--- config.mk ---
export PLATFORM = sky130hd
export DESIGN_NAME = rv32i_fetch
export DESIGN_NICKNAME = d
export VERILOG_FILES = /design/src/rtl/rv32i_fetch.sv
export SDC_FILE = /design/constraint.sdc
export NUM_CORES = 1
export LEC_CHECK = 0
export BUFFER_PORTS_ARGS = -buffer_cell sky130_fd_sc_hd__clkbuf_2
export CORE_MARGIN = 2
export CORE_UTILIZATION = 47
export DETAILED_ROUTE_END_ITERATION = 7
export PLACE_DENSITY = 0.81
export SYNTH_ARGS = -nofsm -noshare
export SYNTH_HDL_FRONTEND = slang
export SYNTH_SLANG_ARGS = --single-unit
--- constraint.sdc ---
create_clock -name i_clk -period 2.4 [get_ports i_clk]
set_clock_uncertainty 0.05 [all_clocks]
set_input_delay 0 -clock i_clk [delete_from_list [all_inputs] [get_ports i_clk]]
set_output_delay 0 -clock i_clk [all_outputs]
set_load 0.02 [all_outputs]
--- src/rtl/rv32i_fetch.sv ---
// Multicycle RV32I instruction fetch stage: owns the PC, issues one imem request at a time,
// holds the fetched word for decode and handles redirects, stale responses and fetch faults.
module rv32i_fetch #(
  parameter int unsigned INSTRUCTION_WIDTH = 32,
  parameter int unsigned WORD_SIZE         = 32,
  parameter logic [WORD_SIZE-1:0] RESET_PC = '0
) (
  input  logic                         i_clk,
  input  logic                         i_rst,
  output logic                         o_imem_valid,
  output logic [WORD_SIZE-1:0]         o_imem_addr,
  input  logic                         i_imem_ready,
  input  logic                         i_imem_rvalid,
  input  logic [INSTRUCTION_WIDTH-1:0] i_imem_rdata,
  input  logic                         i_imem_err,
  output logic                         o_fetch_valid,
  output logic [INSTRUCTION_WIDTH-1:0] o_fetch_instruction,
  output logic [WORD_SIZE-1:0]         o_fetch_pc,
  input  logic                         i_decode_ready,
  input  logic                         i_redirect_valid,
  input  logic [WORD_SIZE-1:0]         i_redirect_pc,
  output logic                         o_fetch_fault
);

  typedef enum logic [2:0] {
    S_REQ,
    S_WAIT,
    S_HOLD,
    S_DRAIN,
    S_FAULT
  } state_t;

  localparam logic [INSTRUCTION_WIDTH-1:0] NOP = INSTRUCTION_WIDTH'(32'h0000_0013);

  state_t                         r_state;
  state_t                         w_next_state;
  logic [WORD_SIZE-1:0]           r_pc;
  logic [WORD_SIZE-1:0]           w_next_pc;
  logic [INSTRUCTION_WIDTH-1:0]   r_instr;
  logic                           r_imem_valid;
  logic                           r_fetch_valid;
  logic                           r_fault;
  logic                           w_accept;
  logic                           w_capture;
  logic                           w_outstanding;

  // Request is only live once the registered valid is up (it stays low for the reset cycle).
  assign w_accept = r_imem_valid & i_imem_ready;

  assign w_outstanding = ((r_state == S_REQ)   & w_accept)
                       | ((r_state == S_WAIT)  & ~i_imem_rvalid)
                       | ((r_state == S_DRAIN) & ~i_imem_rvalid);

  always_comb begin
    w_next_state = r_state;
    w_next_pc    = r_pc;
    w_capture    = 1'b0;
    case (r_state)
      S_REQ:   if (w_accept) w_next_state = S_WAIT;
      S_WAIT: begin
        if (i_imem_rvalid) begin
          if (i_imem_err) begin
            w_next_state = S_FAULT;
          end else begin
            w_next_state = S_HOLD;
            w_capture    = 1'b1;
          end
        end
      end
      S_HOLD: begin
        if (i_decode_ready) begin
          w_next_state = S_REQ;
          w_next_pc    = r_pc + WORD_SIZE'(4);
        end
      end
      S_DRAIN: if (i_imem_rvalid) w_next_state = S_REQ;
      S_FAULT: w_next_state = S_FAULT;
      default: w_next_state = S_REQ;
    endcase

    // A redirect in DRAIN stays in DRAIN only while the stale response is still pending;
    // if it lands in the same cycle nothing is left to discard.
    if (i_redirect_valid) begin
      w_next_pc = i_redirect_pc;
      w_capture = 1'b0;
      if (i_redirect_pc[1:0] != 2'b00) begin
        w_next_state = S_FAULT;
      end else if (w_outstanding) begin
        w_next_state = S_DRAIN;
      end else begin
        w_next_state = S_REQ;
      end
    end
  end

  always_ff @(posedge i_clk or posedge i_rst) begin
    if (i_rst) begin
      r_state       <= S_REQ;
      r_pc          <= RESET_PC;
      r_instr       <= NOP;
      r_imem_valid  <= 1'b0;
      r_fetch_valid <= 1'b0;
      r_fault       <= 1'b0;
    end else begin
      r_state       <= w_next_state;
      r_pc          <= w_next_pc;
      if (w_capture) r_instr <= i_imem_rdata;
      r_imem_valid  <= (w_next_state == S_REQ);
      r_fetch_valid <= (w_next_state == S_HOLD);
      r_fault       <= (w_next_state == S_FAULT);
    end
  end

  // The PC only moves on consumption or redirect, so it doubles as the presented/faulting PC.
  assign o_imem_valid        = r_imem_valid;
  assign o_imem_addr         = r_pc;
  assign o_fetch_valid       = r_fetch_valid;
  assign o_fetch_instruction = r_instr;
  assign o_fetch_pc          = r_pc;
  assign o_fetch_fault       = r_fault;

endmodule

---- Yosys cells after proc, flatten, opt, wreduce, memory -nomap -nowiden ----
Index checks and enable logic that the tools add are counted.
cells by class
  add/subtract/negate cells ............... 1
  equal/unequal tests ..................... 6
  multiplexer cells ....................... 16
  bitwise gates (word level) .............. 7
  reductions and logical operators ........ 6
operators with widths
  kind                                                             number
  32-bit 2-to-1 mux                                                3
  32-bit by 3-bit adder with 32-bit output, second input constant  1
  3-bit 2-to-1 mux                                                 7
  3-bit one-hot mux with 5 select lines                            1
  3-bit by 2-bit == test with 1-bit output, second input constant  3
  3-bit == test, second input constant                             2
  3-bit logical NOT                                                2
  2-bit nonzero test                                               3
  1-bit AND                                                        4
  1-bit 2-to-1 mux                                                 4
  3-bit by 1-bit == test with 1-bit output, second input constant  1
  2-bit 2-to-1 mux                                                 1
  1-bit OR                                                         2
  2-bit AND reduction                                              1
  1-bit inverter                                                   1
word-level totals
  register bits ........................... 70
  bits of input ports ..................... 71
  output and inout bits ................... 99
  logic and storage cells ................. 42

---- Depth between registers and ports, before layout ----
Gate-level depths: netlist of the first run.
  depth in word-level cells ............... 8
  depth in mapped cells ................... 7
  mapped depth without buffers ............ 5

---- Least setup slack after synthesis of the first run ----
No wires, ideal clock.
  path kind ............................... flip-flop to flip-flop
  start ................................... register r_pc[4] (netlist: o_fetch_pc[4])
  end ..................................... register r_pc[31] (netlist: o_fetch_pc[31])
  library setup time ...................... 0.125 ns
  arrival time ............................ 1.690 ns
  required time ........................... 2.225 ns
  path slack .............................. 0.535 ns
  stages on the path, launching flop included .. 6
  buffers on the path ..................... 0
  clock period less this slack ............ 1.865 ns
  cells stage by stage .................... dfrtp_1 -> and4_2 -> nand4_4 -> nor4_4 -> xor2_1 -> mux2_2
on the way
  word-level cells in the longest chain between the ends .. 4
RTL lines
  element                                   line  text
  start: declaration                        37    logic [WORD_SIZE-1:0] r_pc;
  start signal: assignment                  106   r_pc <= w_next_pc;
  32-bit by 3-bit adder with 32-bit output  73    w_next_pc = r_pc + WORD_SIZE'(4);
  32-bit 2-to-1 mux                         71    if (i_decode_ready) begin
  32-bit 2-to-1 mux                         58    case (r_state)
  32-bit 2-to-1 mux                         83    if (i_redirect_valid) begin
No other way between the ends. The select of a mux whose other input is x is not followed.
A chain may end at the register's enable or synchronous reset.

---- Worst setup path in the final report of the first run ----
  start ................................... register r_state[0]
  end ..................................... register r_pc[26] (netlist: o_fetch_pc[26])
on the way
  word-level cells in the longest chain between the ends .. 3
RTL lines
  element                                   line  text
  start: declaration                        35    state_t r_state;
  start signal: assignment                  105   r_state <= w_next_state;
  3-bit by 2-bit == test with 1-bit output  58
  2-bit nonzero test (no source line)       -
  2-bit AND reduction (no source line)      -
No other way between the ends.

==> results of run 1 <==
-- cell families (layout without fill, tap and decap cells) --
| family | after synthesis | count (layout) | share of synthesized area |
|---|---|---|---|
| and+or+nand+nor | 99 | 99 | 0.179 |
| DFF | 70 | 70 | 0.489 |
| buffers and inverters | 51 | 261 | 0.0913 |
| muxes | 38 | 38 | 0.118 |
| AOI/OAI and AO/OA | 35 | 35 | 0.0512 |
| xor gates and xnor gates | 28 | 28 | 0.0683 |
| adders and majority gates | 1 | 1 | 0.00348 |
-- worst register-to-register path, cell delays in order (launching register included) --
cell and delay (ps):
sky130_fd_sc_hd__dfrtp_1 450, sky130_fd_sc_hd__nor4bb_2 310, sky130_fd_sc_hd__buf_4 230, sky130_fd_sc_hd__nand4_4 290, sky130_fd_sc_hd__nor4_1 360, sky130_fd_sc_hd__xnor2_1 170, sky130_fd_sc_hd__o21ai_1 80
-- path summary, 6_finish.rpt --
kind / cells past startpoint / slack, ps / to / from
max in group asynchronous: 4 / 1360 / o_fetch_pc[29]$_DFFE_PP0P_ / i_rst
min reg2reg: 1 / 460 / o_fetch_instruction[30]$_DFFE_PP0P_ / o_fetch_instruction[30]$_DFFE_PP0P_
max: 6 / 330 / o_fetch_pc[26]$_DFFE_PP0P_ / r_state[0]$_DFF_PP0_
max reg2reg: 6 / 330 / o_fetch_pc[26]$_DFFE_PP0P_ / r_state[0]$_DFF_PP0_
min: 4 / 70 / r_state[0]$_DFF_PP0_ / i_imem_ready
min in group asynchronous: 3 / 280 / o_fetch_instruction[14]$_DFFE_PP0P_ / i_rst
-- stage by stage --
step	utilization	worst slack, ps	cell area, um2
4_1_cts	0.702	314	5150
3_3_place_gp	0.588	416	4310
6_report	0.702	330	5150
3_5_place_dp	0.588	336	4310
5_1_grt	0.702	131	5150
2_1_floorplan	-	535	3590
-- power groups by stage --
| stage | logic, mW | registers [mW] | clock network [mW] |
|---|---|---|---|
| after floorplan | 0.330 | 1.58 | 0 |
| after global placement | 0.683 | 1.44 | 0 |
| after detailed placement | 0.693 | 1.45 | 0 |
| after CTS | 0.778 | 1.43 | 0.902 |
| after global routing | 0.844 | 1.46 | 0.948 |
| final | 0.782 | 1.44 | 0.876 |
-- layout by cell type, fill, tap and decap left out, types with 2 or more instances in the layout --
| master | Yosys | layout |
|---|---|---|
| sky130_fd_sc_hd__o31ai_1 | 2 | 2 |
| sky130_fd_sc_hd__clkbuf_8 | 0 | 11 |
| sky130_fd_sc_hd__xor2_1 | 6 | 6 |
| sky130_fd_sc_hd__clkinv_2 | 0 | 2 |
| sky130_fd_sc_hd__and2_1 | 2 | 2 |
| sky130_fd_sc_hd__xnor2_1 | 22 | 22 |
| sky130_fd_sc_hd__dlygate4sd3_1 | 0 | 65 |
| sky130_fd_sc_hd__dfstp_2 | 3 | 3 |
| sky130_fd_sc_hd__nand4_4 | 3 | 3 |
| sky130_fd_sc_hd__o21ai_1 | 13 | 13 |
| sky130_fd_sc_hd__mux2i_1 | 3 | 3 |
| sky130_fd_sc_hd__nor3_2 | 5 | 5 |
| sky130_fd_sc_hd__dfrtp_1 | 67 | 67 |
| sky130_fd_sc_hd__buf_4 | 33 | 4 |
| sky130_fd_sc_hd__nor4_4 | 4 | 4 |
| sky130_fd_sc_hd__nor2_1 | 10 | 10 |
| sky130_fd_sc_hd__mux2_2 | 35 | 35 |
| sky130_fd_sc_hd__nand2_1 | 41 | 41 |
| sky130_fd_sc_hd__and4_1 | 3 | 3 |
| sky130_fd_sc_hd__nand3_1 | 11 | 11 |
| sky130_fd_sc_hd__o21ai_0 | 17 | 17 |
| sky130_fd_sc_hd__inv_1 | 6 | 5 |
| sky130_fd_sc_hd__clkbuf_2 | 0 | 169 |
| sky130_fd_sc_hd__a21oi_1 | 2 | 2 |
| sky130_fd_sc_hd__nor3_1 | 6 | 6 |
| sky130_fd_sc_hd__clkinvlp_4 | 0 | 2 |
| sky130_fd_sc_hd__nand4_1 | 2 | 2 |
-- layer usage --
layer	wire length, um	share of wire
met1	3930	0.41
met2	4710	0.50
met3	723	0.076
met4	123	0.013
met5	0	0
-- state kept, by name (all words and copies together) (netlist names) --
name                 count
o_fetch_instruction     32
o_fetch_pc              32
r_state                  3
o_fetch_fault            1
o_fetch_valid            1
o_imem_valid             1
-- timing repair --
item,in CTS,in global routing
setup endpoints to repair,0,0
hold buffers,65,0
hold endpoints to repair,97,0
-- area by class of cell --
type,instances,area (um2)
clock buffer,11,151
clock inverter,5,33.8
fill,541,2180
inverter,6,22.5
multi-input combinational,201,1520
sequential,70,1760
tap,99,124
timing repair buffer,239,1550
==> results.py, run 1 <==
metrics = {
    "status": {
        "status": "complete, no violations",
    },
    "place": {
        "dp.final_hpwl_um": 6150,
        "placedCellCount": 550,
        "port_buffers": 169,
        "finalWeightedCongestion": 0.795,
    },
    "setup_path": {
        "crit_type": "reg -> reg",
        "critical-path-max-stage-delay_ps": 450,
        "critical_path.slowest_cell": "sky130_fd_sc_hd__dfrtp_1",
        "sum_of_buffers_and_inverters_on_the_critical_path": 1,
        "worst_ep_arrival_time_ps": 2210,
        "cp-start-kind": "flip-flop",
        "setup.worst_path.end_class": "flip-flop",
        "critical_path.cell_chain": "nor4bb_2, buf_4, nand4_4, nor4_1, xnor2_1, o21ai_1",
        "critPathTopFamily": "simple AND/OR/NAND/NOR gates",
        "path_max_fanout": 12,
        "required_ps": 2540,
    },
    "pwr": {
        "finalPower_mw": 3.10,
        "cell_internal_pwr_mw": 2.08,
        "max-vdd-ir-drop_mv": 0.380,
        "switchingPower_mw": 1.02,
        "swShare": 0.330,
        "share_clk_of_total_power": 0.283,
        "sequentialPowerShare": 0.465,
        "power.density_cell_area_mw_per_mm2": 601,
        "static_leakage_nw": 2.57,
        "share_comb_of_total_power": 0.252,
    },
    "cts": {
        "worst_skew_pair.late_latency_ps": 330,
        "post_cts_clock_slew_at_the_launch_and_capture_registers_of_the_worst_setup_and_hold_paths_ps": 70,
        "cts_inserted_buffers": 9,
        "cts_tree": "built",
        "postCtsResizedCells": 0,
        "cts-root-to-sink-buffers": 2,
        "cts_post_setup_buffers_inserted": 0,
        "clock_root_buffer": "sky130_fd_sc_hd__clkbuf_8",
        "h-tree-depth": 3,
        "cts_num_sinks": 70,
    },
    "routing": {
        "detailedRoute.firstPassIterationCount": 4,
        "dr.first_iter.drc_count": 52,
        "post-route-drc-count": 0,
        "final_antenna_net_count": 0,
        "vias": 3117,
        "drt_wl_total_um": 9490,
        "detail_route.wl_per_cell_um": 15.0,
        "avgViaCountPerCell": 4.94,
    },
    "sta": {
        "setup_repair_after_global_routing_missed_its_margin": "false",
        "period_share": 0.863,
        "report.final.hold_viol_count": 0,
        "tightestPinTransition_ps": 730,
        "report.final.setup_viol": 0,
        "drv_slew": 0,
        "fin_crit_ps": 2070,
        "max_slew_margin": 0.513,
        "fin_hold_ws_ps": 72.4,
        "timing.setup.tns_ps": 0,
        "fmaxAchievable_ghz": 0.483,
    },
    "synth": {
        "post_synth_num_cell_types": 39,
        "post_syn_instances": 322,
        "synth.avg_cell_area_um2": 11.2,
        "synth_seq_area_share": 0.489,
        "synth.net_count": 394,
        "synth_top_area_cell": "sky130_fd_sc_hd__dfrtp_1",
        "synth-edff-count": 0,
        "yosysWarningCount": 0,
        "synth_area_leaders": "sky130_fd_sc_hd__dfrtp_1 (47%), sky130_fd_sc_hd__mux2_2 (11%), sky130_fd_sc_hd__buf_4 (6.9%)",
        "synth.top_cells.by_count": "sky130_fd_sc_hd__dfrtp_1 (67), sky130_fd_sc_hd__nand2_1 (41), sky130_fd_sc_hd__mux2_2 (35)",
        "postSynth.asyncResetShare": 1.00,
        "post_synth_instance_area_mm2": 0.00359,
        "synth_top_cell_area_share": 0.467,
        "postSynthRegisterBits": 70,
        "synthMostInstantiatedCell": "sky130_fd_sc_hd__dfrtp_1",
        "synth-main-ff-cell": "sky130_fd_sc_hd__dfrtp_1",
    },
    "global_route": {
        "global_route.usage.met3": 0.0581,
        "grt-busiest-layer": "met2",
        "grt_antenna_before_repair": 0,
        "grt.overflow.total": 0,
        "grt_first_pass_wirelength_um": 15700,
        "grt_max_degree": 68,
        "number_of_global_route_vias_before_repair": 3197,
        "track_usage": 0.235,
        "grtUsageMet1": 0.290,
        "groute.layer.met2.usage": 0.401,
    },
    "die": {
        "core-area_mm2": 0.00733,
        "die-width_um": 91.4,
        "total_i_o_pin_count": 170,
        "floorplan.die.height_um": 91.4,
        "floorplan.initialDensity": 0.490,
        "row_count": 31,
        "fp.dieArea_mm2": 0.00836,
    },
    "cells_and_area": {
        "area.growth.synth_to_final_pct": 43.3,
        "number_of_inserted_diodes": 0,
        "drive_gt1_frac": 0.468,
        "final_net_count": 599,
        "final_cell_count_no_fill": 631,
    },
    "flow_run": {
        "maxCapViolations": 0,
    },
    "worst_hold_path": {
        "hold_path_class": "in -> reg",
    },
}
Note: power is estimated with default switching activity, not from simulation.
==> inputs of run 2 (changes only) <==
--- a/config.mk
+++ b/config.mk
@@ -6,7 +6,7 @@
 export NUM_CORES = 1
 export LEC_CHECK = 0
 export BUFFER_PORTS_ARGS = -buffer_cell sky130_fd_sc_hd__clkbuf_2
-export CORE_MARGIN = 2
+export CORE_MARGIN = 1
 export CORE_UTILIZATION = 47
 export DETAILED_ROUTE_END_ITERATION = 7
 export PLACE_DENSITY = 0.81
==> constraint.sdc (replaced) <==
create_clock -name i_clk -period 2.4 [get_ports i_clk]
set_clock_uncertainty 0.05 [all_clocks]
set_input_delay 0 -clock i_clk [delete_from_list [all_inputs] [get_ports i_clk]]
set_output_delay 0 -clock i_clk [all_outputs]
set_load 0.05 [all_outputs]
==> results.py, run 2 (synthesis gave the netlist of run 1 again) <==
metrics = {
    "place": {
        "finalWeightedCongestion": 0.779,
        "dp.final_hpwl_um": 5950,
        "port_buffers": 169,
        "placedCellCount": 549,
    },
    "global_route": {
        "grt_antenna_before_repair": 0,
        "number_of_global_route_vias_before_repair": 3127,
        "grt_max_degree": 44,
        "track_usage": 0.243,
        "grt.overflow.total": 0,
        "grt_first_pass_wirelength_um": 14600,
    },
    "routing": {
        "vias": 3128,
        "detailedRoute.firstPassIterationCount": 4,
        "drt_wl_total_um": 9460,
        "avgViaCountPerCell": 4.97,
        "final_antenna_net_count": 0,
        "dr.first_iter.drc_count": 83,
        "detail_route.wl_per_cell_um": 15.0,
        "post-route-drc-count": 0,
    },
    "setup_path": {
        "required_ps": 2560,
        "setup.worst_path.end_class": "flip-flop",
        "worst_ep_arrival_time_ps": 2220,
        "worst_setup_path_startpoint": "r_state[0]$_DFF_PP0_",
        "crit_type": "reg -> reg",
        "worst-r2r-setup-slack_ps": 340,
        "path_max_fanout": 12,
        "worst_r2r_startpoint": "r_state[0]$_DFF_PP0_",
        "cp-start-kind": "flip-flop",
    },
    "die": {
        "total_i_o_pin_count": 170,
        "row_count": 31,
        "floorplan.die.height_um": 89.4,
        "floorplan.initialDensity": 0.490,
        "core-area_mm2": 0.00733,
        "fp.dieArea_mm2": 0.00800,
        "die-width_um": 89.4,
    },
    "worst_hold_path": {
        "hold_path_class": "in -> reg",
        "worst_hold_startpoint": "i_imem_ready",
    },
    "cells_and_area": {
        "final_net_count": 598,
        "drive_gt1_frac": 0.467,
        "layout_common_cells": "sky130_fd_sc_hd__clkbuf_2 (169), sky130_fd_sc_hd__dfrtp_1 (67), sky130_fd_sc_hd__dlygate4sd3_1 (65)",
        "mostFrequentLayoutCell": "sky130_fd_sc_hd__clkbuf_2",
        "fillers": 516,
        "final_cell_count_no_fill": 630,
        "area.growth.synth_to_final_pct": 45.1,
        "number_of_inserted_diodes": 0,
    },
    "pwr": {
        "power.density_cell_area_mw_per_mm2": 733,
        "cell_internal_pwr_mw": 2.39,
        "static_leakage_nw": 2.60,
        "swShare": 0.373,
        "max-vdd-ir-drop_mv": 0.497,
        "share_clk_of_total_power": 0.313,
        "share_comb_of_total_power": 0.309,
        "sequentialPowerShare": 0.378,
        "switchingPower_mw": 1.43,
    },
    "cts": {
        "clock_root_buffer": "sky130_fd_sc_hd__clkbuf_8",
        "cts_tree": "built",
        "cts_inserted_buffers": 9,
        "cts-root-to-sink-buffers": 2,
        "post_cts_clock_slew_at_the_launch_and_capture_registers_of_the_worst_setup_and_hold_paths_ps": 80,
        "worst_skew_pair.late_latency_ps": 330,
        "cts_num_sinks": 70,
        "h-tree-depth": 3,
        "postCtsResizedCells": 0,
    },
    "sta": {
        "period_share": 0.858,
        "tightestPinTransition_ps": 709,
        "fmaxAchievable_ghz": 0.485,
        "report.final.hold_viol_count": 0,
        "drv_slew": 0,
        "report.final.setup_viol": 0,
        "timing.setup.tns_ps": 0,
        "setup_repair_after_global_routing_missed_its_margin": "false",
        "max_slew_margin": 0.527,
        "fin_hold_ws_ps": 54.5,
        "fin_crit_ps": 2060,
    },
    "flow_run": {
        "maxCapViolations": 0,
    },
    "status": {
        "status": "complete, no violations",
    },
}
## run 2: final timing paths
kind / endpoint / cells past startpoint
min in group asynchronous: o_fetch_instruction[22]$_DFFE_PP0P_ / 3
worst min-delay path: r_state[0]$_DFF_PP0_ / 4
worst min register to register: o_fetch_instruction[18]$_DFFE_PP0P_ / 1
max in group asynchronous: o_fetch_instruction[4]$_DFFE_PP1P_ / 4
worst max-delay path: o_fetch_pc[30]$_DFFE_PP0P_ / 6
worst max register to register: o_fetch_pc[30]$_DFFE_PP0P_ / 6
## run 2: power groups by stage
stage | Combinational (mW) | Sequential (mW) | Clock [mW]
global placement | 1.07 | 1.45 | 0
global route | 1.25 | 1.46 | 1.26
CTS | 1.17 | 1.44 | 1.21
finish | 1.18 | 1.44 | 1.19
detailed placement | 1.09 | 1.46 | 0
floorplan | 0.448 | 1.87 | 0
## run 2: final cells by class
type | count | area (um2) | area share
Multi-Input combinational cell | 201 | 1520 | 0.291
Timing Repair Buffer | 238 | 1540 | 0.295
Tap cell | 99 | 124 | 0.0238
Inverter | 6 | 22.5 | 0.00432
Clock buffer | 11 | 151 | 0.0291
Clock inverter | 5 | 104 | 0.0199
Sequential cell | 70 | 1760 | 0.337
## run 2: repair_timing
action                                 4_1_cts  5_1_grt
hold buffers                                65        0
setup buffers                                0        0
endpoints found under the hold margin       96        0
## run 2: layer usage
metal,GRT usage,vias to the layer above,part of all wire
li1,-,1474,-
met1,0.290,1487,0.40
met2,0.431,153,0.52
met3,0.0600,14,0.067
met4,0.0750,0,0.014
met5,0,-,0
## run 2: stage by stage
step	power [mW]	utilization	worst slack [ps]	area, um2
floorplan	2.31	-	300	3590
global placement	2.52	0.587	410	4310
detailed placement	2.54	0.587	341	4310
CTS	3.82	0.711	319	5210
global route	3.97	0.711	167	5210
finish	3.82	0.711	340	5210
## run 2: worst max-delay path, stage by stage, from the launching register on
cell and delay, ps:
sky130_fd_sc_hd__dfrtp_1 450, sky130_fd_sc_hd__nor4bb_2 300, sky130_fd_sc_hd__buf_4 230, sky130_fd_sc_hd__nand4_4 290, sky130_fd_sc_hd__nor4_4 300, sky130_fd_sc_hd__mux2i_1 220
sky130_fd_sc_hd__nand3_1 80
==> inputs of run 3 (changes only) <==
--- a/config.mk
+++ b/config.mk
@@ -5,7 +5,7 @@
 export SDC_FILE = /design/constraint.sdc
 export NUM_CORES = 1
 export LEC_CHECK = 0
-export BUFFER_PORTS_ARGS = -buffer_cell sky130_fd_sc_hd__clkbuf_2
+export BUFFER_PORTS_ARGS = -buffer_cell sky130_fd_sc_hd__buf_2
 export CORE_MARGIN = 1
 export CORE_UTILIZATION = 47
 export DETAILED_ROUTE_END_ITERATION = 7
==> results.py, run 3 (synthesis gave the netlist of run 1 again) <==
metrics = {
    "setup_path": {
        "required_ps": 2550,
        "critical-path-max-stage-delay_ps": 450,
        "worst_ep_arrival_time_ps": 2240,
        "crit_type": "reg -> reg",
        "critical_path.slowest_cell": "sky130_fd_sc_hd__dfrtp_1",
        "critical_path.cell_chain": "nor4bb_2, buf_4, nand4_4, nor4_4, mux2i_1, nand3_1",
        "setup.worst_path.end_class": "flip-flop",
        "cp-start-kind": "flip-flop",
        "worst-r2r-setup-slack_ps": 310,
        "path_max_fanout": 12,
        "worstRegToRegCells": 6,
    },
    "die": {
        "core-area_mm2": 0.00733,
        "total_i_o_pin_count": 170,
        "fp.dieArea_mm2": 0.00800,
        "die-width_um": 89.4,
        "row_count": 31,
        "floorplan.die.height_um": 89.4,
        "floorplan.initialDensity": 0.490,
    },
    "status": {
        "status": "complete, no violations",
    },
    "worst_hold_path": {
        "hold_path_depth": 4,
        "hold_path_class": "in -> reg",
    },
    "cts": {
        "cts-root-to-sink-buffers": 2,
        "post_cts_clock_slew_at_the_launch_and_capture_registers_of_the_worst_setup_and_hold_paths_ps": 70,
        "cts-hold-fix-buffers": 65,
        "cts_inserted_buffers": 9,
        "cts_tree": "built",
        "h-tree-depth": 3,
        "clock_root_buffer": "sky130_fd_sc_hd__clkbuf_8",
        "worst_skew_pair.late_latency_ps": 330,
        "postCtsResizedCells": 0,
        "cts_post_setup_buffers_inserted": 0,
        "cts_num_sinks": 70,
    },
    "pwr": {
        "power.density_cell_area_mw_per_mm2": 677,
        "share_clk_of_total_power": 0.250,
        "switchingPower_mw": 1.38,
        "static_leakage_nw": 2.58,
        "swShare": 0.397,
        "max-vdd-ir-drop_mv": 0.425,
        "cell_internal_pwr_mw": 2.10,
        "sequentialPowerShare": 0.412,
        "share_comb_of_total_power": 0.339,
    },
    "routing": {
        "dr.first_iter.drc_count": 100,
        "detail_route.wl_per_cell_um": 14.7,
        "avgViaCountPerCell": 4.86,
        "detailedRoute.firstPassIterationCount": 4,
        "drt_wl_total_um": 9270,
        "post-route-drc-count": 0,
        "final_antenna_net_count": 0,
        "vias": 3063,
    },
    "global_route": {
        "grt.overflow.total": 0,
        "grt_max_degree": 68,
        "track_usage": 0.235,
        "grt_first_pass_wirelength_um": 14100,
        "number_of_global_route_vias_before_repair": 2964,
        "grt_antenna_before_repair": 0,
    },
    "sta": {
        "timing.setup.tns_ps": 0,
        "report.final.hold_viol_count": 0,
        "max_slew_margin": 0.598,
        "report.final.setup_viol": 0,
        "drv_slew": 0,
        "setup_ws_ps": 308,
        "tightestPinTransition_ps": 602,
        "fmaxAchievable_ghz": 0.478,
        "period_share": 0.872,
        "fin_crit_ps": 2090,
        "setup_repair_after_global_routing_missed_its_margin": "false",
    },
    "cells_and_area": {
        "layout_common_cells": "sky130_fd_sc_hd__buf_2 (169), sky130_fd_sc_hd__dfrtp_1 (67), sky130_fd_sc_hd__dlygate4sd3_1 (65)",
        "number_of_inserted_diodes": 0,
        "fillers": 529,
        "mostFrequentLayoutCell": "sky130_fd_sc_hd__buf_2",
        "area.growth.synth_to_final_pct": 43.3,
        "final_net_count": 599,
        "drive_gt1_frac": 0.467,
    },
    "place": {
        "dp.final_hpwl_um": 5890,
        "port_buffers": 169,
        "finalWeightedCongestion": 0.775,
        "place_ws_ps": 330,
    },
    "flow_run": {
        "maxCapViolations": 0,
    },
}
-- run 3: layer usage --
metal,track usage,wire [um]
met2,0.406,4560
met1,0.281,3910
met4,0.0765,103
met3,0.0693,690
met5,0,0
-- run 3: area by class of cell --
class / instances / area, um2 / share of cell area
clock buffers: 12 / 165 / 0.0321
multi-input cells: 201 / 1520 / 0.294
clock inverters: 3 / 18.8 / 0.00365
repair buffers: 239 / 1550 / 0.300
well taps: 99 / 124 / 0.0241
flip-flops and latches: 70 / 1760 / 0.341
inverters: 6 / 22.5 / 0.00438
-- run 3: through the flow --
step | hold WS, ps | instances | area (um2) | utilization | total power, mW
finish | 75.7 | 630 | 5150 | 0.702 | 3.49
global route | 72.9 | 630 | 5150 | 0.702 | 3.65
CTS | 60.8 | 630 | 5150 | 0.702 | 3.50
detailed placement | 23.8 | 550 | 4310 | 0.588 | 2.54
global placement | 12.5 | 550 | 4310 | 0.588 | 2.52
floorplan | 71.0 | 322 | 3590 | - | 2.31
-- run 3: path summary, 6_finish.rpt --
check,startpoint,end
worst max-delay path,r_state[0]$_DFF_PP0_,o_fetch_pc[30]$_DFFE_PP0P_
worst min-delay path,i_imem_ready,r_state[0]$_DFF_PP0_
worst max register to register,r_state[0]$_DFF_PP0_,o_fetch_pc[30]$_DFFE_PP0P_
worst min register to register,o_fetch_instruction[26]$_DFFE_PP0P_,o_fetch_instruction[26]$_DFFE_PP0P_
max in group asynchronous,i_rst,o_fetch_instruction[1]$_DFFE_PP1P_
min in group asynchronous,i_rst,o_fetch_instruction[20]$_DFFE_PP0P_
-- run 3: critical path: cells and delay by family, from the launching register on --
kind          cells  cell delay (ps)
buf+inv           1              230
flops             1              450
mux               1              240
simple gates      4              980
-- run 3: power by group through the flow --
stage / Sequential (mW) / Combinational [mW] / Clock (mW)
after CTS: 1.43 / 1.17 / 0.900
final: 1.44 / 1.18 / 0.870
after global routing: 1.45 / 1.25 / 0.947
after detailed placement: 1.45 / 1.09 / 0
after global placement: 1.44 / 1.08 / 0
after floorplan: 1.87 / 0.448 / 0
